==> src/rtl/fifo_rd_drainer.sv <==
// rtl/fifo_rd_drainer.sv - read-domain FIFO drainer feeding a valid/ready stream via a skid buffer
// Define FIFO_RD_DRAIN_CNT_EN to add the saturating rd_count transfer counter output.
module fifo_rd_drainer #(
  parameter int FIFO_WIDTH = 32,
  parameter int SKID_DEPTH = 2
) (
  input  logic                  rclk,
  input  logic                  rrst,
  input  logic                  drain_en,
  input  logic                  flush,
  input  logic                  empty,
  input  logic [FIFO_WIDTH-1:0] data_out,
  output logic                  r_en,
  output logic                  m_valid,
  input  logic                  m_ready,
  output logic [FIFO_WIDTH-1:0] m_data,
`ifdef FIFO_RD_DRAIN_CNT_EN
  output logic [31:0]           rd_count,
`endif
  output logic                  busy
);
  localparam int PW = $clog2(SKID_DEPTH);
  localparam int OW = $clog2(SKID_DEPTH + 1);
  localparam logic [OW:0]   DEPTH_W = (OW+1)'(SKID_DEPTH);
  localparam logic [PW-1:0] PTR_ONE = PW'(1);
  localparam logic [OW-1:0] OCC_ONE = OW'(1);

  typedef enum logic [1:0] {IDLE = 2'd0, RUN = 2'd1, DRAIN = 2'd2} state_t;

  state_t                state_q, state_d;
  logic [OW-1:0]         occ_q, occ_d;
  logic [PW-1:0]         head_q, head_d;
  logic [PW-1:0]         tail_q, tail_d;
  logic                  inflight_q, inflight_d;
  logic [FIFO_WIDTH-1:0] mem_q [SKID_DEPTH];
  logic [FIFO_WIDTH-1:0] mem_d [SKID_DEPTH];
  logic [OW:0]           fill;
  logic                  capture;
  logic                  xfer;

  always_comb begin
    // Reserve a slot for the word already in flight so a pop can never overrun the buffer.
    fill       = {1'b0, occ_q} + {{OW{1'b0}}, inflight_q};
    r_en       = (state_q == RUN) && !empty && !flush && (fill < DEPTH_W);
    m_valid    = (occ_q != '0);
    m_data     = mem_q[head_q];
    busy       = m_valid || inflight_q;
    capture    = inflight_q && !flush;
    xfer       = m_valid && m_ready;

    state_d    = state_q;
    occ_d      = occ_q;
    head_d     = head_q;
    tail_d     = tail_q;
    inflight_d = r_en;
    mem_d      = mem_q;

    case (state_q)
      IDLE:    if (drain_en) state_d = RUN;
      RUN:     if (!drain_en) state_d = DRAIN;
      DRAIN:   if (occ_q == '0 && !inflight_q) state_d = drain_en ? RUN : IDLE;
      default: state_d = IDLE;
    endcase

    if (capture) begin
      mem_d[tail_q] = data_out;
      tail_d        = tail_q + PTR_ONE;
    end
    if (xfer) head_d = head_q + PTR_ONE;

    if (capture && !xfer)      occ_d = occ_q + OCC_ONE;
    else if (!capture && xfer) occ_d = occ_q - OCC_ONE;

    if (flush) begin
      state_d    = IDLE;
      occ_d      = '0;
      head_d     = '0;
      tail_d     = '0;
      inflight_d = 1'b0;
    end
  end

  always_ff @(posedge rclk or posedge rrst) begin
    if (rrst) begin
      state_q    <= IDLE;
      occ_q      <= '0;
      head_q     <= '0;
      tail_q     <= '0;
      inflight_q <= 1'b0;
      for (int i = 0; i < SKID_DEPTH; i++) mem_q[i] <= '0;
    end else begin
      state_q    <= state_d;
      occ_q      <= occ_d;
      head_q     <= head_d;
      tail_q     <= tail_d;
      inflight_q <= inflight_d;
      mem_q      <= mem_d;
    end
  end

`ifdef FIFO_RD_DRAIN_CNT_EN
  logic [31:0] rd_count_q, rd_count_d;

  always_comb begin
    rd_count_d = rd_count_q;
    if (flush)                          rd_count_d = '0;
    else if (xfer && rd_count_q != '1)  rd_count_d = rd_count_q + 32'd1;
  end

  always_ff @(posedge rclk or posedge rrst) begin
    if (rrst) rd_count_q <= '0;
    else      rd_count_q <= rd_count_d;
  end

  assign rd_count = rd_count_q;
`endif

endmodule
==> config.mk <==
export PLATFORM = sky130hd
export DESIGN_NAME = fifo_rd_drainer
export DESIGN_NICKNAME = d
export VERILOG_FILES = /design/src/rtl/fifo_rd_drainer.sv
export SDC_FILE = /design/constraint.sdc
export NUM_CORES = 1
export LEC_CHECK = 0
export CAP_MARGIN = 10
export CORE_ASPECT_RATIO = 1.5
export CORE_MARGIN = 2
export CORE_UTILIZATION = 25
export CTS_BUF_LIST = sky130_fd_sc_hd__clkbuf_4 sky130_fd_sc_hd__clkbuf_8
export DETAILED_ROUTE_END_ITERATION = 8
export GPL_TIMING_DRIVEN = 1
export PLACE_DENSITY = 0.57
export SYNTH_ARGS = -nofsm -noshare
export SYNTH_HDL_FRONTEND = slang
export SYNTH_SLANG_ARGS = --single-unit
==> constraint.sdc <==
create_clock -name rclk -period 6.6 [get_ports rclk]
set_input_delay 1.65 -clock rclk [delete_from_list [all_inputs] [get_ports rclk]]
set_output_delay 1.65 -clock rclk [all_outputs]
set_load 0.01 [all_outputs]
==> results of run 1 <==
## synth_stat cells, types with 2 or more instances
master	n	area share, %
sky130_fd_sc_hd__dfrtp_1	71	54
sky130_fd_sc_hd__mux2_2	36	12
sky130_fd_sc_hd__mux2_1	30	10
sky130_fd_sc_hd__mux2_4	30	14
sky130_fd_sc_hd__buf_2	6	0.91
sky130_fd_sc_hd__inv_1	4	0.45
sky130_fd_sc_hd__buf_12	3	1.8
sky130_fd_sc_hd__nor2_1	3	0.34
sky130_fd_sc_hd__o21ai_0	3	0.45
sky130_fd_sc_hd__nand3b_1	2	0.45
sky130_fd_sc_hd__nor3b_1	2	0.45
sky130_fd_sc_hd__nor4_1	2	0.38
sky130_fd_sc_hd__or2_2	2	0.38
## layout by cell type (no fill, tap or decap)
cell | netlist | layout
sky130_fd_sc_hd__or3_4 | 1 | 1
sky130_fd_sc_hd__o21ai_0 | 3 | 3
sky130_fd_sc_hd__clkinv_2 | 0 | 2
sky130_fd_sc_hd__nand2_1 | 1 | 1
sky130_fd_sc_hd__nand3b_1 | 2 | 2
sky130_fd_sc_hd__inv_2 | 0 | 1
sky130_fd_sc_hd__inv_1 | 4 | 3
sky130_fd_sc_hd__or2_2 | 2 | 2
sky130_fd_sc_hd__mux2i_1 | 1 | 1
sky130_fd_sc_hd__nor3b_1 | 2 | 2
sky130_fd_sc_hd__a21oi_1 | 1 | 1
sky130_fd_sc_hd__o21ai_1 | 1 | 1
sky130_fd_sc_hd__mux2_1 | 30 | 30
sky130_fd_sc_hd__nor2_4 | 1 | 1
sky130_fd_sc_hd__a31oi_1 | 1 | 1
sky130_fd_sc_hd__clkinvlp_4 | 0 | 1
sky130_fd_sc_hd__nand3b_4 | 1 | 1
sky130_fd_sc_hd__dfrtp_1 | 71 | 71
sky130_fd_sc_hd__xnor2_1 | 1 | 1
sky130_fd_sc_hd__buf_4 | 1 | 3
sky130_fd_sc_hd__a2111oi_0 | 1 | 1
sky130_fd_sc_hd__xor2_1 | 1 | 1
sky130_fd_sc_hd__clkbuf_8 | 0 | 10
sky130_fd_sc_hd__clkdlybuf4s50_1 | 0 | 72
sky130_fd_sc_hd__nand2b_4 | 1 | 1
sky130_fd_sc_hd__bufinv_16 | 0 | 3
sky130_fd_sc_hd__mux2_2 | 36 | 36
sky130_fd_sc_hd__mux2_4 | 30 | 30
sky130_fd_sc_hd__nor2_1 | 3 | 3
sky130_fd_sc_hd__and3b_1 | 1 | 1
sky130_fd_sc_hd__nor4_1 | 2 | 2
## cell type report
| class | count | area share, % |
|---|---|---|
| clock buffer | 10 | 3.15 |
| clock inverter | 6 | 2.46 |
| inverter | 4 | 0.343 |
| tap | 159 | 4.55 |
| multi-input combinational | 123 | 31.9 |
| timing repair buffer | 75 | 17.0 |
| sequential | 71 | 40.6 |
## worst register-to-register path: cells and delay by family, from the launching register on
family	cells	cell delay [ns]
muxes	1	0.38
buffers and inverters	1	0.48
DFF	1	0.56
and+or+nand+nor	2	0.60
## through the flow
stage	hold WS (ns)	instance area, µm²	setup slack [ns]	power, W
floorplan	0.459	3300	2.74	0.000705
global placement	0.467	4130	1.77	0.000853
detailed placement	0.479	4130	1.76	0.000858
CTS	0.497	4380	1.76	0.00130
global route	0.510	4380	1.65	0.00134
finish	0.490	4380	1.80	0.00127
## path summary, 6_finish.rpt
kind / cells after the start / slack [ns] / from / to
max: 3 / 1.80 / flush / r_en
min reg2reg: 1 / 0.49 / mem_q[30] / mem_q[30]
min in group asynchronous: 3 / 1.89 / rrst / mem_q[2]
max in group asynchronous: 3 / 4.08 / rrst / mem_q[53]
max reg2reg: 4 / 4.47 / inflight_q / mem_q[63]
min: 1 / 0.49 / mem_q[30] / mem_q[30]
## registers in the layout (all words and copies together), names as in the netlist
register / flops
mem_q: 64
occ_q: 2
state_q: 2
head_q: 1
inflight_q: 1
tail_q: 1
## power by group through the flow
stage / registers, W / logic [W] / clock network [W]
after floorplan: 0.000529 / 0.000175 / 0
after global placement: 0.000539 / 0.000314 / 0
after detailed placement: 0.000541 / 0.000317 / 0
after CTS: 0.000534 / 0.000320 / 0.000446
after global routing: 0.000542 / 0.000337 / 0.000463
final: 0.000534 / 0.000313 / 0.000425
## layer usage
| layer | global-route usage, % | up-vias | part of all wire [%] |
|---|---|---|---|
| met5 | 0 | - | 0 |
| met4 | 5.04 | 0 | 1.9 |
| met3 | 3.07 | 10 | 4.0 |
| met2 | 17.6 | 41 | 52 |
| met1 | 12.1 | 977 | 42 |
| li1 | - | 890 | - |
## cell families after synthesis
group,share of synthesized area [%]
flops,53.8
xor+xnor,0.531
buf+inv,3.87
compound gates,1.21
simple gates,4.09
mux,36.5
==> results.yml, run 1 <==
status:
  outcome: "completed"
die:
  floorplan.initialDensity_pct: 25.5
  floorplan.io_pins: 73
  rows: 51
  core_region_area_mm2: 0.0130
  die_area_mm2: 0.0142
  die_w_um: 97.8
  die-height_um: 145
final_layout:
  multi_input_combinational_cell_area_mm2: 0.00140
  area.sequential_mm2: 0.00178
  fin_util_pct: 33.8
  drive_gt1_share_pct: 31.8
  num-nets-final: 322
  filler_cell_count: 1285
  final-instance-count-excl-fill: 448
  insertedDiodeCount: 0
  syn_to_final_growth_pct: 32.6
placement:
  dpl.hpwl_um: 4380
  io_buffers: 72
  placed_cells_incl_taps: 432
  routabilityCongestion: 0.644
setup_path:
  worstPathBufferInverterCount: 2
  cp_launch_type: "input pin"
  critical_path.most_common_cell: "sky130_fd_sc_hd__clkdlybuf4s50_1"
  cp_data_arrival_time_ns: 3.15
  cell_at_the_slowest_stage_of_the_critical_path: "sky130_fd_sc_hd__clkdlybuf4s50_1"
  critPathKind: "in -> out"
  critical-path-top-delay-family: "buffers and inverters"
  crit_required_ns: 4.95
  critical_path.max_fanout: 10
  path_cells: "clkdlybuf4s50_1 > nor4_1 > clkdlybuf4s50_1"
  critPathCaptureType: "primary output"
  critical_path.max_stage_delay_ns: 0.58
clock_network:
  cts_setup_buffers: 0
  cts.path.max_buffers: 2
  cts-buffers-inserted: 9
  post_cts_resized: 0
  cts_hold_buffers: 0
  clock_tree_from_tritoncts: "yes"
  clock_insertion_delay_worst_skew_ns: 0.35
  cts_sinks: 71
  register_clock_pin_slew_on_the_reported_worst_setup_and_hold_paths_ns: 0.08
  clk_root_buffer_cell: "sky130_fd_sc_hd__clkbuf_8"
  htreeDepth: 3
pwr:
  power_switching_w: 0.000298
  power.combinational.fraction_pct: 24.6
  p_int_w: 0.000974
  relative_contribution_of_the_clock_network_to_total_power_pct: 33.4
  power.sequential.fraction_pct: 42.0
  power.ir.vdd_worst_v: 0.0000997
  cell_area_power_density_mw_per_mm2: 291
  swShare_pct: 23.4
  total_leakage_power_nw: 1.99
route:
  route.vias.total: 1918
  ant_nets: 0
  wl_per_cell_um: 15.2
  drt-total-wl_um: 6790
  vias_per_cell: 4.28
  route.detailed.drc: 0
  drt_iter0_drc: 45
  firstDrtPassIters: 2
global_routing:
  grt_use_total_pct: 10.4
  grt_antenna_before_repair: 0
  global_route.overflow_total: 0
  first_global_vias: 2211
  grt_max_degree: 72
  grt_first_pass_wirelength_um: 11300
logic_synthesis:
  seq_area_frac_synth_pct: 53.8
  postSynth.topFlopCell: "sky130_fd_sc_hd__dfrtp_1"
  ys_seq_elements: 71
  yosys_warnings: 0
  netlist_cell_types: 29
  synth_area_per_cell_um2: 15.7
  synth_enable_flop_cells: 0
  post_synth_inst_count: 210
  synth_fp_nets: 248
  cell_area_after_synthesis_mm2: 0.00330
  share_of_flip_flops_with_an_asynchronous_set_or_reset_after_synthesis_pct: 100
timing:
  worst_clock_skew_ns: 0.00899
  maximum_clock_frequency_mhz: 208
  timing.final.crit_share_pct: 72.8
  grt_setup_unrepaired: "false"
  maxSlewViolCount: 0
  final-setup-viol-count: 0
  final-hold-violation-count: 0
  finalCriticalPeriod_ns: 4.80
  setup_tns_ns: 0
  max_slew.worst_pin.slew_ns: 0.919
  timing.slew.headroom_pct: 38.7
job:
  drv_cap: 0
min_path:
  min-delay-path-class: "reg -> reg"
(Power assumes the default switching activity.)
==> inputs of run 2 (changes only) <==
==> constraint.sdc (replaced) <==
create_clock -name rclk -period 4.6 [get_ports rclk]
set_input_delay 1.15 -clock rclk [delete_from_list [all_inputs] [get_ports rclk]]
set_output_delay 1.15 -clock rclk [all_outputs]
set_load 0.01 [all_outputs]
==> run 2 against run 1 <==
Effect of this change: clock skew hardly changed; critical endpoint unchanged; clock power is 19% higher; highest routed layer unchanged; sequential cell count stayed put.
==> results.yml, run 2 (synthesis results as in run 1) <==
clock_network:
  cts_setup_buffers: 0
  register_clock_pin_slew_on_the_reported_worst_setup_and_hold_paths_ns: 0.07
  cts_sinks: 71
  post_cts_resized: 0
  clock_insertion_delay_worst_skew_ns: 0.35
  clk_root_buffer_cell: "sky130_fd_sc_hd__clkbuf_8"
  cts.path.max_buffers: 2
  cts-buffers-inserted: 9
  cts_hold_buffers: 0
  clock_tree_from_tritoncts: "yes"
  htreeDepth: 3
final_layout:
  largest_register: "mem_q"
  num-nets-final: 323
  drive_gt1_share_pct: 32.1
  layout.cells.most_common: "sky130_fd_sc_hd__clkdlybuf4s50_1"
  layout_top_registers: "mem_q (64), occ_q (2), state_q (2)"
  max_reg_flops: 64
  insertedDiodeCount: 0
  stdcell_area_mm2: 0.00436
  final-instance-count-excl-fill: 449
  syn_to_final_growth_pct: 32.1
  mostFrequentLayoutCells: "sky130_fd_sc_hd__clkdlybuf4s50_1 (72), sky130_fd_sc_hd__dfrtp_1 (71), sky130_fd_sc_hd__mux2_2 (36)"
  filler_cell_count: 1281
route:
  firstDrtPassIters: 4
  vias_per_cell: 4.31
  ant_nets: 0
  wl_per_cell_um: 15.3
  drt_iter0_drc: 40
  route.detailed.drc: 0
  drt-total-wl_um: 6870
  route.vias.total: 1936
placement:
  placed_cells_incl_taps: 433
  routabilityCongestion: 0.648
  dpl_cell_area_mm2: 0.00416
  dpl.hpwl_um: 4470
  io_buffers: 72
timing:
  final-hold-violation-count: 0
  worst_clock_skew_ns: 0.00879
  final-setup-viol-count: 0
  maxSlewViolCount: 0
  timing.hold.ws_ns: 0.489
  max_slew.worst_pin.slew_ns: 0.933
  setup_tns_ns: 0
  timing.final.crit_share_pct: 79.1
  grt_setup_unrepaired: "false"
  maximum_clock_frequency_mhz: 275
  timing.slew.headroom_pct: 37.8
  finalCriticalPeriod_ns: 3.64
pwr:
  power.sequential.fraction_pct: 44.4
  swShare_pct: 25.9
  total_leakage_power_nw: 1.97
  relative_contribution_of_the_clock_network_to_total_power_pct: 29.3
  p_int_w: 0.00128
  power.ir.vdd_worst_v: 0.000146
  fin_total_pwr_w: 0.00172
  power_switching_w: 0.000445
  power.combinational.fraction_pct: 26.2
  cell_area_power_density_mw_per_mm2: 395
status:
  outcome: "completed"
global_routing:
  grt_first_pass_wirelength_um: 11500
  grt_use_total_pct: 10.6
  grt_max_degree: 72
  first_global_vias: 2252
  grt_antenna_before_repair: 0
  global_route.overflow_total: 0
die:
  rows: 51
  die_w_um: 97.8
  floorplan.io_pins: 73
  die-height_um: 145
  core_region_area_mm2: 0.0130
  die_area_mm2: 0.0142
  floorplan.initialDensity_pct: 25.5
job:
  drv_cap: 0
setup_path:
  cp_launch_type: "input pin"
  cp_data_arrival_time_ns: 2.49
  critPathKind: "in -> out"
  timing.reg2reg.setup_slack_ns: 2.65
  critical_path.max_fanout: 2
  critPathCaptureType: "primary output"
  crit_required_ns: 3.45
min_path:
  min-delay-path-class: "reg -> reg"
## run 2: changes by cell type in the layout (fill, tap and decap cells not counted), sizes merged
cell	delta
clkinvlp	+3
clkbuf	-1
bufinv	-2
buf	+1
## run 2: power groups by stage
| stage | combinational [W] | clock, W | sequential (W) |
|---|---|---|---|
| 2_1_floorplan | 0.000252 | 0 | 0.000759 |
| 3_3_place_gp | 0.000453 | 0 | 0.000772 |
| 3_5_place_dp | 0.000457 | 0 | 0.000776 |
| 4_1_cts | 0.000461 | 0.000527 | 0.000765 |
| 5_1_grt | 0.000487 | 0.000559 | 0.000778 |
| 6_report | 0.000451 | 0.000504 | 0.000765 |
## run 2: metal layers
layer,share of wire (%),global-route usage (%)
met1,41,12.5
met4,1.7,4.82
met3,4.5,3.17
met5,0,0
met2,52,17.9
## run 2: worst paths after layout
path,start,to,depth (start not counted)
setup / recovery,flush,r_en,3
hold / removal,mem_q[19],mem_q[19],1
setup reg to reg,inflight_q,mem_q[62],4
hold reg to reg,mem_q[19],mem_q[19],1
max in group asynchronous,rrst,mem_q[43],3
min in group asynchronous,rrst,mem_q[0],3
## run 2: final cells by class
class                      count  area, µm²  area share, %
sequential                    71       1780           40.7
multi-input combinational    123       1400           32.0
timing repair buffer          76        776           17.8
tap                          159        199           4.56
clock buffer                   9        124           2.84
clock inverter                 7       73.8           1.69
inverter                       4       15.0          0.344
## run 2: worst max-delay path: stages
cell	delay [ns]
sky130_fd_sc_hd__clkdlybuf4s50_1	0.45
sky130_fd_sc_hd__nor4_1	0.30
sky130_fd_sc_hd__clkdlybuf4s50_1	0.58
## run 2: metrics by stage
| stage | worst slack, ns | utilization (%) |
|---|---|---|
| final | 0.960 | 33.7 |
| after global routing | 0.917 | 33.7 |
| after CTS | 0.937 | 33.7 |
| after detailed placement | 0.941 | 32.1 |
| after global placement | 0.915 | 32.1 |
| after floorplan | 1.65 | - |
==> inputs of run 3 (changes only) <==
==> constraint.sdc (replaced) <==
create_clock -name rclk -period 3.7 [get_ports rclk]
set_input_delay 0.925 -clock rclk [delete_from_list [all_inputs] [get_ports rclk]]
set_output_delay 0.925 -clock rclk [all_outputs]
set_load 0.01 [all_outputs]
==> run 3 against run 2 <==
Effect of this change: sequential cell count unchanged; wire length increased by 0.39%; hold slack improved by 0.0017 ns; clock power increased by 44%; final cell count increased by 0.45%; register-to-register slack got worse by 0.68 ns; design area increased by 0.83%; non-clock buffer count increased by 2; via count increased by 1.3%; total power increased by 30%; critical path depth unchanged; global-route usage about the same.
==> results.yml, run 3 (synthesis results as in run 1) <==
final_layout:
  multi_input_combinational_cell_area_mm2: 0.00140
  stdcell_area_mm2: 0.00440
  final-instance-count-excl-fill: 451
  mostFrequentLayoutCells: "sky130_fd_sc_hd__clkdlybuf4s50_1 (72), sky130_fd_sc_hd__dfrtp_1 (71), sky130_fd_sc_hd__mux2_2 (36)"
  fin_util_pct: 33.9
  max_reg_flops: 64
  layout.cells.most_common: "sky130_fd_sc_hd__clkdlybuf4s50_1"
  num-nets-final: 325
  drive_gt1_share_pct: 32.5
  insertedDiodeCount: 0
  filler_cell_count: 1284
  layout_top_registers: "mem_q (64), occ_q (2), state_q (2)"
  largest_register: "mem_q"
  syn_to_final_growth_pct: 33.2
  area.sequential_mm2: 0.00178
setup_path:
  critical_path.most_common_cell: "sky130_fd_sc_hd__clkdlybuf4s50_1"
  cp_launch_type: "input pin"
  critPathKind: "in -> out"
  worstPathBufferInverterCount: 2
  critical_path.max_fanout: 2
  cp_data_arrival_time_ns: 2.27
  reg2regPathDepth: 2
  crit_required_ns: 2.77
  critical-path-top-delay-family: "buffers and inverters"
  critical_path.max_stage_delay_ns: 0.58
  timing.reg2reg.setup_slack_ns: 1.97
  critPathCaptureType: "primary output"
  cell_at_the_slowest_stage_of_the_critical_path: "sky130_fd_sc_hd__clkdlybuf4s50_1"
  crit-reg2reg-launch: "inflight_q"
  path_cells: "clkdlybuf4s50_1 > nor4_1 > clkdlybuf4s50_1"
  r2r-end: "mem_q[7]"
route:
  route.vias.total: 1961
  route.detailed.drc: 0
  vias_per_cell: 4.35
  drt_iter0_drc: 37
  ant_nets: 0
  drt-total-wl_um: 6900
  wl_per_cell_um: 15.3
  firstDrtPassIters: 2
timing:
  maxSlewViolCount: 0
  maximum_clock_frequency_mhz: 313
  finalCriticalPeriod_ns: 3.19
  final-setup-viol-count: 0
  final-hold-violation-count: 0
  timing.slew.headroom_pct: 52.8
  max_slew.worst_pin.slew_ns: 0.707
  timing.hold.ws_ns: 0.491
  setup_tns_ns: 0
  grt_setup_unrepaired: "false"
  timing.final.crit_share_pct: 86.2
  worst_clock_skew_ns: 0.00917
clock_network:
  post_cts_resized: 0
  cts-buffers-inserted: 9
  clock_tree_from_tritoncts: "yes"
  cts_setup_buffers: 0
  cts_hold_buffers: 0
  cts.path.max_buffers: 2
  cts_sinks: 71
  clk_root_buffer_cell: "sky130_fd_sc_hd__clkbuf_8"
  clock_insertion_delay_worst_skew_ns: 0.35
  register_clock_pin_slew_on_the_reported_worst_setup_and_hold_paths_ns: 0.08
  htreeDepth: 3
global_routing:
  grt_first_pass_wirelength_um: 11400
  grt_max_degree: 41
  global_route.overflow_total: 0
  grt_antenna_before_repair: 0
  first_global_vias: 2174
  grt_use_total_pct: 10.6
min_path:
  hold_path_depth: 1
  worstHoldStart: "mem_q[8]"
  worst_hold_path_endpoint: "mem_q[8]"
  min-delay-path-class: "reg -> reg"
placement:
  placed_cells_incl_taps: 435
  dpl.hpwl_um: 4560
  routabilityCongestion: 0.680
  io_buffers: 72
  dpl_cell_area_mm2: 0.00417
pwr:
  cell_area_power_density_mw_per_mm2: 509
  power_switching_w: 0.000544
  power.sequential.fraction_pct: 42.5
  power.ir.vdd_worst_v: 0.000184
  swShare_pct: 24.3
  total_leakage_power_nw: 2.00
  relative_contribution_of_the_clock_network_to_total_power_pct: 32.4
  power.combinational.fraction_pct: 25.1
  p_int_w: 0.00169
die:
  floorplan.initialDensity_pct: 25.5
  die_w_um: 97.8
  core_region_area_mm2: 0.0130
  die_area_mm2: 0.0142
  floorplan.io_pins: 73
  rows: 51
  die-height_um: 145
job:
  drv_cap: 0
status:
  outcome: "completed"
run 3: worst max-delay path by stage:
stage,start,end,cells past startpoint
after floorplan,rrst,head_q,1
after global placement,flush,r_en,3
after detailed placement,flush,r_en,3
after CTS,flush,r_en,3
after global routing,flush,r_en,3
final,flush,r_en,3
run 3: cell type report:
type / instances / share of cell area [%]
Tap cell: 159 / 4.52
Clock inverter: 5 / 1.82
Sequential cell: 71 / 40.4
Multi-Input combinational cell: 123 / 31.8
Timing Repair Buffer: 78 / 17.7
Clock buffer: 11 / 3.44
Inverter: 4 / 0.341
run 3: power by group through the flow:
stage / combinational [W] / clock [W] / sequential, W
floorplan: 0.000313 / 0 / 0.000944
global placement: 0.000565 / 0 / 0.000957
detailed placement: 0.000569 / 0 / 0.000964
CTS: 0.000573 / 0.000751 / 0.000951
global route: 0.000607 / 0.000793 / 0.000965
finish: 0.000562 / 0.000725 / 0.000949
run 3: stage by stage:
stage	setup slack, ns	total power, W
2_1_floorplan	0.978	0.00126
3_3_place_gp	0.462	0.00152
3_5_place_dp	0.476	0.00153
4_1_cts	0.476	0.00228
5_1_grt	0.364	0.00236
6_report	0.509	0.00224
run 3: metal layers:
metal / GRT usage, % / wire length, µm / share of wire [%]
met5: 0 / 0 / 0
met4: 6.36 / 184 / 2.7
met3: 2.40 / 233 / 3.4
met2: 17.8 / 3600 / 52
met1: 12.4 / 2890 / 42
